`config.mk`:
```
export PLATFORM = sky130hd
export DESIGN_NAME = logic_gate_unit_flat
export DESIGN_NICKNAME = d
export VERILOG_FILES = /design/src/rtl/logic_gate_pkg.sv /design/src/rtl/logic_gate_if.sv /design/src/rtl/logic_gate_core.sv /design/src/rtl/logic_gate_unit.sv /design/src/flat_wrapper.sv
export SDC_FILE = /design/constraint.sdc
export NUM_CORES = 1
export LEC_CHECK = 0
export CORE_MARGIN = 3
export CORE_UTILIZATION = 50
export CTS_CLUSTER_DIAMETER = 150
export DETAILED_ROUTE_END_ITERATION = 12
export PLACE_DENSITY_LB_ADDON = 0.08
export SLEW_MARGIN = 10
export SYNTH_ARGS = -nofsm -noshare
export SYNTH_HDL_FRONTEND = slang
export SYNTH_SLANG_ARGS = --single-unit
```
`constraint.sdc`:
```
create_clock -name clk -period 1.6 [get_ports clk]
set_clock_uncertainty 0.05 [all_clocks]
set_input_delay 0.24 -clock clk [delete_from_list [all_inputs] [get_ports clk]]
set_output_delay 0.24 -clock clk [all_outputs]
set_load 0.005 [all_outputs]
```
`src/rtl/logic_gate_pkg.sv`:
```
// Shared op encodings and widths for the logic gate unit.
// Latency: n/a (types and constants only).
// Backpressure: n/a.
package logic_gate_pkg;

    localparam int OP_W = 3;

    // Six bitwise ops plus two reserved codes that complete as illegal.
    typedef enum logic [OP_W-1:0] {
        OP_AND  = 3'b000,
        OP_OR   = 3'b001,
        OP_XOR  = 3'b010,
        OP_NAND = 3'b011,
        OP_NOR  = 3'b100,
        OP_XNOR = 3'b101,
        OP_RSV6 = 3'b110,
        OP_RSV7 = 3'b111
    } op_e;

endpackage

```
`src/rtl/logic_gate_if.sv`:
```
// Operand/result bus between a producer and the logic gate unit.
// Latency: n/a (wires only).
// Backpressure: valid/ready on both the input side (in_*) and the result side (out_*).
// Ports: a, b, op, in_valid -> unit; in_ready <- unit; out, red_out, out_valid,
//        err, op_count <- unit; out_ready -> unit.
interface logic_gate_if
    import logic_gate_pkg::*;
#(
    parameter int WIDTH = 8,
    parameter int CNT_W = 16
);
    logic [WIDTH-1:0] a;
    logic [WIDTH-1:0] b;
    logic [OP_W-1:0]  op;
    logic             in_valid;
    logic             in_ready;
    logic [WIDTH-1:0] out;
    logic             red_out;
    logic             out_valid;
    logic             out_ready;
    logic             err;
    logic [CNT_W-1:0] op_count;

    // Producer/consumer side (drives operands, accepts results).
    modport master (
        output a, b, op, in_valid, out_ready,
        input  in_ready, out, red_out, out_valid, err, op_count
    );

    // The logic gate unit itself.
    modport slave (
        input  a, b, op, in_valid, out_ready,
        output in_ready, out, red_out, out_valid, err, op_count
    );
endinterface

```
`src/rtl/logic_gate_core.sv`:
```
// Bitwise gate and matching reduction of the result; flags reserved op codes.
// Latency: combinational.
// Backpressure: none (pure function of a, b, op).
// Ports: a, b, op in; result, red, illegal out.
module logic_gate_core
    import logic_gate_pkg::*;
#(
    parameter int WIDTH = 8
) (
    input  logic [WIDTH-1:0] a,
    input  logic [WIDTH-1:0] b,
    input  logic [OP_W-1:0]  op,
    output logic [WIDTH-1:0] result,
    output logic             red,
    output logic             illegal
);

    always_comb begin
        result  = '0;
        red     = 1'b0;
        illegal = 1'b0;
        case (op_e'(op))
            OP_AND:  begin result = a & b;    red = &result; end
            OP_OR:   begin result = a | b;    red = |result; end
            OP_XOR:  begin result = a ^ b;    red = ^result; end
            OP_NAND: begin result = ~(a & b); red = &result; end
            OP_NOR:  begin result = ~(a | b); red = |result; end
            OP_XNOR: begin result = ~(a ^ b); red = ^result; end
            // Reserved codes produce zero result and zero reduction.
            default: illegal = 1'b1;
        endcase
    end

endmodule

```
`src/rtl/logic_gate_unit.sv`:
```
// Registered bitwise logic unit with valid/ready handshake, sticky error and op counter.
// Latency: 1 cycle from input fire to out_valid.
// Backpressure: single-entry output register; in_ready = !out_valid || out_ready.
// Ports: clk, rst_n (async active-low); bus (logic_gate_if.slave) carries
//        operands, result, handshake, err and op_count.
module logic_gate_unit
    import logic_gate_pkg::*;
#(
    parameter int WIDTH = 8,
    parameter int CNT_W = 16
) (
    input  logic         clk,
    input  logic         rst_n,
    logic_gate_if.slave  bus
);

    logic [WIDTH-1:0] core_result;
    logic             core_red;
    logic             core_illegal;
    logic             fire;

    logic_gate_core #(.WIDTH(WIDTH)) u_core (
        .a       (bus.a),
        .b       (bus.b),
        .op      (bus.op),
        .result  (core_result),
        .red     (core_red),
        .illegal (core_illegal)
    );

    // The output register frees up in the same cycle it is drained,
    // so a full stream runs without bubbles.
    assign bus.in_ready = !bus.out_valid || bus.out_ready;
    assign fire         = bus.in_valid && bus.in_ready;

    always_ff @(posedge clk or negedge rst_n) begin
        if (!rst_n) begin
            bus.out       <= '0;
            bus.red_out   <= 1'b0;
            bus.out_valid <= 1'b0;
            bus.err       <= 1'b0;
            bus.op_count  <= '0;
        end else begin
            if (fire) begin
                bus.out       <= core_result;
                bus.red_out   <= core_red;
                bus.out_valid <= 1'b1;
                bus.op_count  <= bus.op_count + CNT_W'(1);
                // Sticky: only reset clears it.
                if (core_illegal) begin
                    bus.err <= 1'b1;
                end
            end else if (bus.out_ready) begin
                bus.out_valid <= 1'b0;
            end
        end
    end

endmodule

```
`src/flat_wrapper.sv`:
```
// flat-port wrapper written by rule: the top's interface ports become plain ports
module logic_gate_unit_flat import logic_gate_pkg::*;
#(
    parameter int WIDTH = 8,
    parameter int CNT_W = 16
)
  (clk, rst_n, bus_a, bus_b, bus_op, bus_in_valid, bus_out_ready, bus_in_ready, bus_out, bus_red_out, bus_out_valid, bus_err, bus_op_count);
  logic_gate_if #(.WIDTH(WIDTH), .CNT_W(CNT_W)) bus_i ();
  input  logic clk;
  input  logic rst_n;
  input wire logic [$bits(bus_i.a)-1:0] bus_a;
  input wire logic [$bits(bus_i.b)-1:0] bus_b;
  input wire logic [$bits(bus_i.op)-1:0] bus_op;
  input wire logic [$bits(bus_i.in_valid)-1:0] bus_in_valid;
  input wire logic [$bits(bus_i.out_ready)-1:0] bus_out_ready;
  output wire logic [$bits(bus_i.in_ready)-1:0] bus_in_ready;
  output wire logic [$bits(bus_i.out)-1:0] bus_out;
  output wire logic [$bits(bus_i.red_out)-1:0] bus_red_out;
  output wire logic [$bits(bus_i.out_valid)-1:0] bus_out_valid;
  output wire logic [$bits(bus_i.err)-1:0] bus_err;
  output wire logic [$bits(bus_i.op_count)-1:0] bus_op_count;
  assign bus_i.a = bus_a;
  assign bus_i.b = bus_b;
  assign bus_i.op = bus_op;
  assign bus_i.in_valid = bus_in_valid;
  assign bus_i.out_ready = bus_out_ready;
  assign bus_in_ready = bus_i.in_ready;
  assign bus_out = bus_i.out;
  assign bus_red_out = bus_i.red_out;
  assign bus_out_valid = bus_i.out_valid;
  assign bus_err = bus_i.err;
  assign bus_op_count = bus_i.op_count;
  logic_gate_unit #(.WIDTH(WIDTH), .CNT_W(CNT_W)) u_core (.clk(clk), .rst_n(rst_n), .bus(bus_i));
endmodule
```
**Word level (Yosys, flattened, before mapping)**

Index checks and enable logic that the tools add are counted.
Widths: inputs -> output; s select.

- Register bits: 27
- Input port bits: 23
- Output and inout bits: 28
- Word-level logic and storage cells: 35

- $add $sub $neg: 1
- Equality and inequality tests: 5
- Multiplexer cells: 4
- Bitwise gates (word level): 7
- Reductions and logical operators: 13

Operators with widths:

| kind | count |
|---|---|
| $pmux 8 s6 | 1 |
| $not 8->8 | 3 |
| $add 16x1->16 const B | 1 |
| $reduce_and 8->1 | 2 |
| $reduce_or 8->1 | 2 |
| $reduce_xor 8->1 | 2 |
| $and 8x8->8 | 1 |
| $or 8x8->8 | 1 |
| $xor 8x8->8 | 1 |
| $eq 3x2->1 const B | 2 |
| $eq 3x3->1 const B | 2 |
| $pmux 1 s6 | 1 |
| $reduce_or 6->1 | 1 |
| $eq 3x1->1 const B | 1 |
| $logic_not 3->1 | 1 |
| $mux 1 | 2 |
| $reduce_and 2->1 | 1 |
| $reduce_bool 2->1 | 1 |
| $logic_and 1x1->1 | 1 |
| $logic_not 1->1 | 1 |
| $logic_or 1x1->1 | 1 |
| $not 1->1 | 1 |

**Logic depth before layout (Yosys ltp)**

- Depth after elaboration: 4
- Mapped depth: 7
- Mapped depth without buffers: 7

**Cells and area by module**

Synthesis repeated with hierarchy kept, for this count alone.

- Cell total of the unflattened synthesis: 241
- Area, all modules: 2185.8 sq um

Modules (own cells, without submodules):

| module | times used | cells each | area each (sq um) | seq. area each (sq um) |
|---|---|---|---|---|
| logic_gate_unit | 1 | 103 | 1121.1 | 675.6 |
| logic_gate_core | 1 | 138 | 1064.8 | 0.0 |

**Least setup slack after synthesis**

Ideal clock, no wire load.

- Path kind: input -> register
- Start: input port bus_b[5]
- End: register u_core.bus.red_out
- Library setup time: 0.129 ns
- Data arrival time: 1.357 ns
- Data required time: 1.421 ns
- Setup slack: 0.064 ns
- Stages on the path: 7
- Path buffers: 0
- Cells stage by stage: inv_1 > ha_1 > or4_1 > o21ai_1 > a21oi_1 > a21oi_1 > a31oi_1

- Word-level cells in the longest chain between the ends: 4
- Elaborated cells between the ends (all ways): 13
- Those cells by class: mux (1); bitwise (6); reduce/logical (6)

Ends and longest elaborated chain:

| item | line | source |
|---|---|---|
| start: declaration | flat_wrapper.sv:12 | `input wire logic [$bits(bus_i.b)-1:0] bus_b;` |
| $xor 8x8->8, or another cell as far along | logic_gate_core.sv:25, logic_gate_core.sv:28 |  |
| $not 8->8 (on tied branches) | logic_gate_core.sv:28, logic_gate_core.sv:26, logic_gate_core.sv:27 |  |
| $reduce_xor 8->1, or another cell as far along | logic_gate_core.sv:28 | `OP_XNOR: begin result = ~(a ^ b); red = ^result; end` |
| $pmux 1 s6 (*) | logic_gate_core.sv:22 | `case (op_e'(op))` |
| end signal: assignment | logic_gate_unit.sv:46 | `bus.red_out <= core_red;` |
| end: declaration | logic_gate_if.sv:33 | `output in_ready, out, red_out, out_valid, err, op_count` |

Mark *: on every way between the ends. The rest lies on a longest branch, timed or not.
A chain may end at the register's enable or synchronous reset.

**Final worst setup path**

- Start: input port bus_b[0]
- End: register u_core.bus.red_out

Same word-level chain as after synthesis.

==> impl_metrics.py <==
metrics = {
    "status": {
        "status": "finished, final reports clean",
    },
    "clock_tree": {
        "cts_max_level": 1,
        "cts_buffers": 3,
        "clkSinkCount": 27,
        "clockBufferDepth": 2,
        "cts_tree": "yes",
        "path_clk_slew_ns": 0.09,
        "clock_latency_ns": 0.27,
        "cts_root_buf": "clkbuf_8",
    },
    "finish": {
        "antenna_cells": 0,
        "drive_gt1_frac": 0.287,
        "fillers": 290,
        "area_growth_pct": 50.2,
        "nets": 388,
        "multi_input_area_um2": 1470,
        "register_area_um2": 676,
    },
    "synthesis": {
        "synth_area_per_cell_um2": 9.44,
        "synth_xor_area_frac": 0.0888,
        "synth_area_um2": 2170,
        "syn_nets": 286,
        "synth_top_cell_area_share": 0.311,
        "synthMuxAreaShare": 0.0432,
        "yosysTopAreaCell": "dfrtp_1",
        "synth.distinct_cells": 40,
        "synth_warnings": 0,
        "synth_seq_cells": 27,
        "synthTopCellsByArea": "dfrtp_1, ha_1, xnor2_1",
        "synth_top_family_by_area": "adder cells",
        "postSynthCellCount": 230,
        "synth_compound_area_frac": 0.142,
        "yosys.area_share.simple": 0.167,
        "synthAdderAreaFrac": 0.190,
        "yosysSeqAreaShare": 0.311,
    },
    "detailed_routing": {
        "drt-initial-drc-count": 83,
        "route.detailed.drc": 0,
        "wl_per_cell_um": 14.3,
        "dr.pass1.iters": 4,
        "post_drt_via_cell_ratio": 5.34,
        "detail-route-antenna-nets": 0,
        "wl_um": 5430,
        "dr_total_vias": 2035,
    },
    "worst_setup_path": {
        "crit_required_ns": 1.71,
        "r2r_end": "u_core.bus.op_count[15]",
        "ff2ff_setup_slack_ns": 0.11,
        "endpoint_kind": "register",
        "r2r-start": "u_core.bus.op_count[4]",
        "r2r_cells": 5,
        "cp.arrival_ns": 1.68,
        "cp_max_fo": 2,
        "crit_end": "u_core.bus.red_out",
        "crit_start": "bus_b[0]",
        "path_class": "input port to register",
        "start_kind": "input port",
    },
    "flow_run": {
        "drv_cap": 0,
    },
    "place": {
        "portBuffers": 50,
        "gp_congestion": 0.838,
        "preCtsSetupSlack_ns": -0.524,
        "hpwl_um": 4220,
    },
    "grt": {
        "grt_pass1_vias": 1956,
        "grt_max_degree": 28,
        "track_usage": 0.205,
        "grt-ovfl-total": 0,
        "grt_pass1_wl_um": 8550,
        "grt_antenna_before_repair": 0,
    },
    "floorplanning": {
        "io_pins": 51,
        "die-width_um": 71.9,
        "std_cell_rows": 23,
        "die_area_um2": 5170,
        "design.core.area_um2": 4090,
        "die_h_um": 71.9,
        "initial_utilization": 0.531,
    },
    "power": {
        "p_sw_frac": 0.318,
        "p_int_w": 0.00157,
        "p_leak_nw": 1.51,
        "clock_power_share": 0.168,
        "p_seq_frac": 0.387,
        "power.total_w": 0.00231,
        "combPwrFrac": 0.445,
        "switching_power_w": 0.000734,
        "vdd_ir_drop_max_v": 0.000364,
        "pwr_density_cell_nw_per_um2": 707,
    },
    "sta": {
        "finalSetupViolations": 0,
        "period_minus_slack_ns": 1.58,
        "slew_viol_final": 0,
        "hold_slack_ns": 0.293,
        "fin_crit_sh": 0.985,
        "clock.fmax_ghz": 0.634,
        "layout_setup_ws_ns": 0.0238,
        "final-hold-violation-count": 0,
        "slew_headroom": 0.743,
        "max_slew.worst_pin.slew_ns": 0.382,
    },
    "hold_path": {
        "min_path_type": "input port to asynchronous set/reset pin",
    },
}
[layout make-up]
type                    count  share of cell area
flip-flops and latches     27               0.207
well taps                  50              0.0192
multi-input cells         174               0.451
clock buffers               3              0.0127
inverters                  20              0.0230
repair buffers            106               0.284
clock inverters             1             0.00230
[worst max-delay path, cell delays in order]
cell	delay [ns]
dlygate4sd2_1	0.21
inv_1	0.06
ha_2	0.19
or4_4	0.55
o21ai_2	0.13
a21oi_1	0.07
a21oi_1	0.13
a31oi_1	0.10
[sequential cells by signal, indices dropped and copies added, names as in the netlist]
| signal | cells |
|---|---|
| u_core.bus.op_count | 16 |
| u_core.bus.out | 8 |
| u_core.bus.err | 1 |
| u_core.bus.out_valid | 1 |
| u_core.bus.red_out | 1 |
[worst min-delay path by stage]
stage / to / cells past startpoint
after global routing: u_core.bus.out_valid / 2
after global placement: u_core.bus.op_count[15] / 1
final: u_core.bus.out_valid / 2
after detailed placement: u_core.bus.err / 1
after CTS: u_core.bus.op_count[7] / 2
after floorplan: u_core.bus.err / 0
[stage by stage]
stage	area, um^2	setup TNS (ns)	instances	util
2_1_floorplan	2170	0	230	-
3_3_place_gp	3110	-3.74	375	0.762
3_5_place_dp	3110	-4.20	375	0.762
4_1_cts	3230	0	379	0.790
5_1_grt	3260	-0.0286	381	0.798
6_report	3260	0	381	0.798
[cells in the final DEF, fill, tap and decap left out, types with 4 or more instances in the layout]
master            n
ha_1             20
a31oi_1           4
dfrtp_1          27
ha_2              8
buf_4            54
inv_2            11
a22oi_1           4
nand3_1           4
dlygate4sd2_1    15
o221ai_1          6
nand4_1           6
clkdlybuf4s50_1  32
nor2_1           18
a21oi_1          15
xnor2_1          18
mux2i_1           6
inv_1             9
o21a_1            7
nand2_1          15
ha_4              5
[metal layers]
layer  wire, um  up-vias  part of all wire  global-route usage
met3        227        6             0.042              0.0235
met2       2850       54              0.53               0.384
met4         79        0             0.015              0.0647
li1           -     1000                 -                   -
met5          0        -                 0                   0
met1       2270      975              0.42               0.242
[timing repair]
item,CTS,global route
setup buffers,0,2
pin swaps,11,1
setup endpoints to repair,9,2
hold buffers,0,0
resized for setup,42,7
[cell usage after synthesis]
master / instances
a31oi_1: 4
buf_4: 3
nor4_1: 1
or4_1: 2
o22a_1: 3
and3_1: 2
o21ai_0: 2
nor3_4: 1
o211ai_1: 1
nand3_1: 4
nand4_1: 6
nor2_1: 18
o21ai_1: 3
nor3_2: 1
xor2_1: 4
nand2b_2: 1
xnor2_1: 18
nand4_4: 1
mux2i_1: 6
nor3_1: 1
nand2b_1: 3
nand4b_1: 1
clkbuf_1: 2
a22oi_1: 4
o221ai_1: 6
o21a_1: 7
ha_1: 33
nand2_4: 1
mux4_2: 1
nand2_1: 15
nor4bb_1: 1
a21oi_1: 15
buf_2: 4
mux2_1: 1
dfrtp_1: 27
inv_1: 20
nor2b_1: 2
and3_4: 1
a211oi_1: 2
and2_1: 2
[power groups by stage]
stage,Clock [W],Sequential (W),Combinational (W)
6_report,0.000387,0.000893,0.00103
5_1_grt,0.000417,0.000909,0.00111
4_1_cts,0.000399,0.000902,0.000965
3_5_place_dp,0,0.000915,0.000949
3_3_place_gp,0,0.000909,0.000924
2_1_floorplan,0,0.000920,0.000411
[cell families (layout without fill, tap and decap cells)]
kind of cell | Yosys count | after routing
simple gates | 64 | 64
compound gates | 47 | 47
fa+ha+maj | 33 | 33
xor+xnor | 22 | 22
flops | 27 | 27
buf+inv | 29 | 130
mux | 8 | 8
Note: power is estimated with default switching activity, not from simulation.
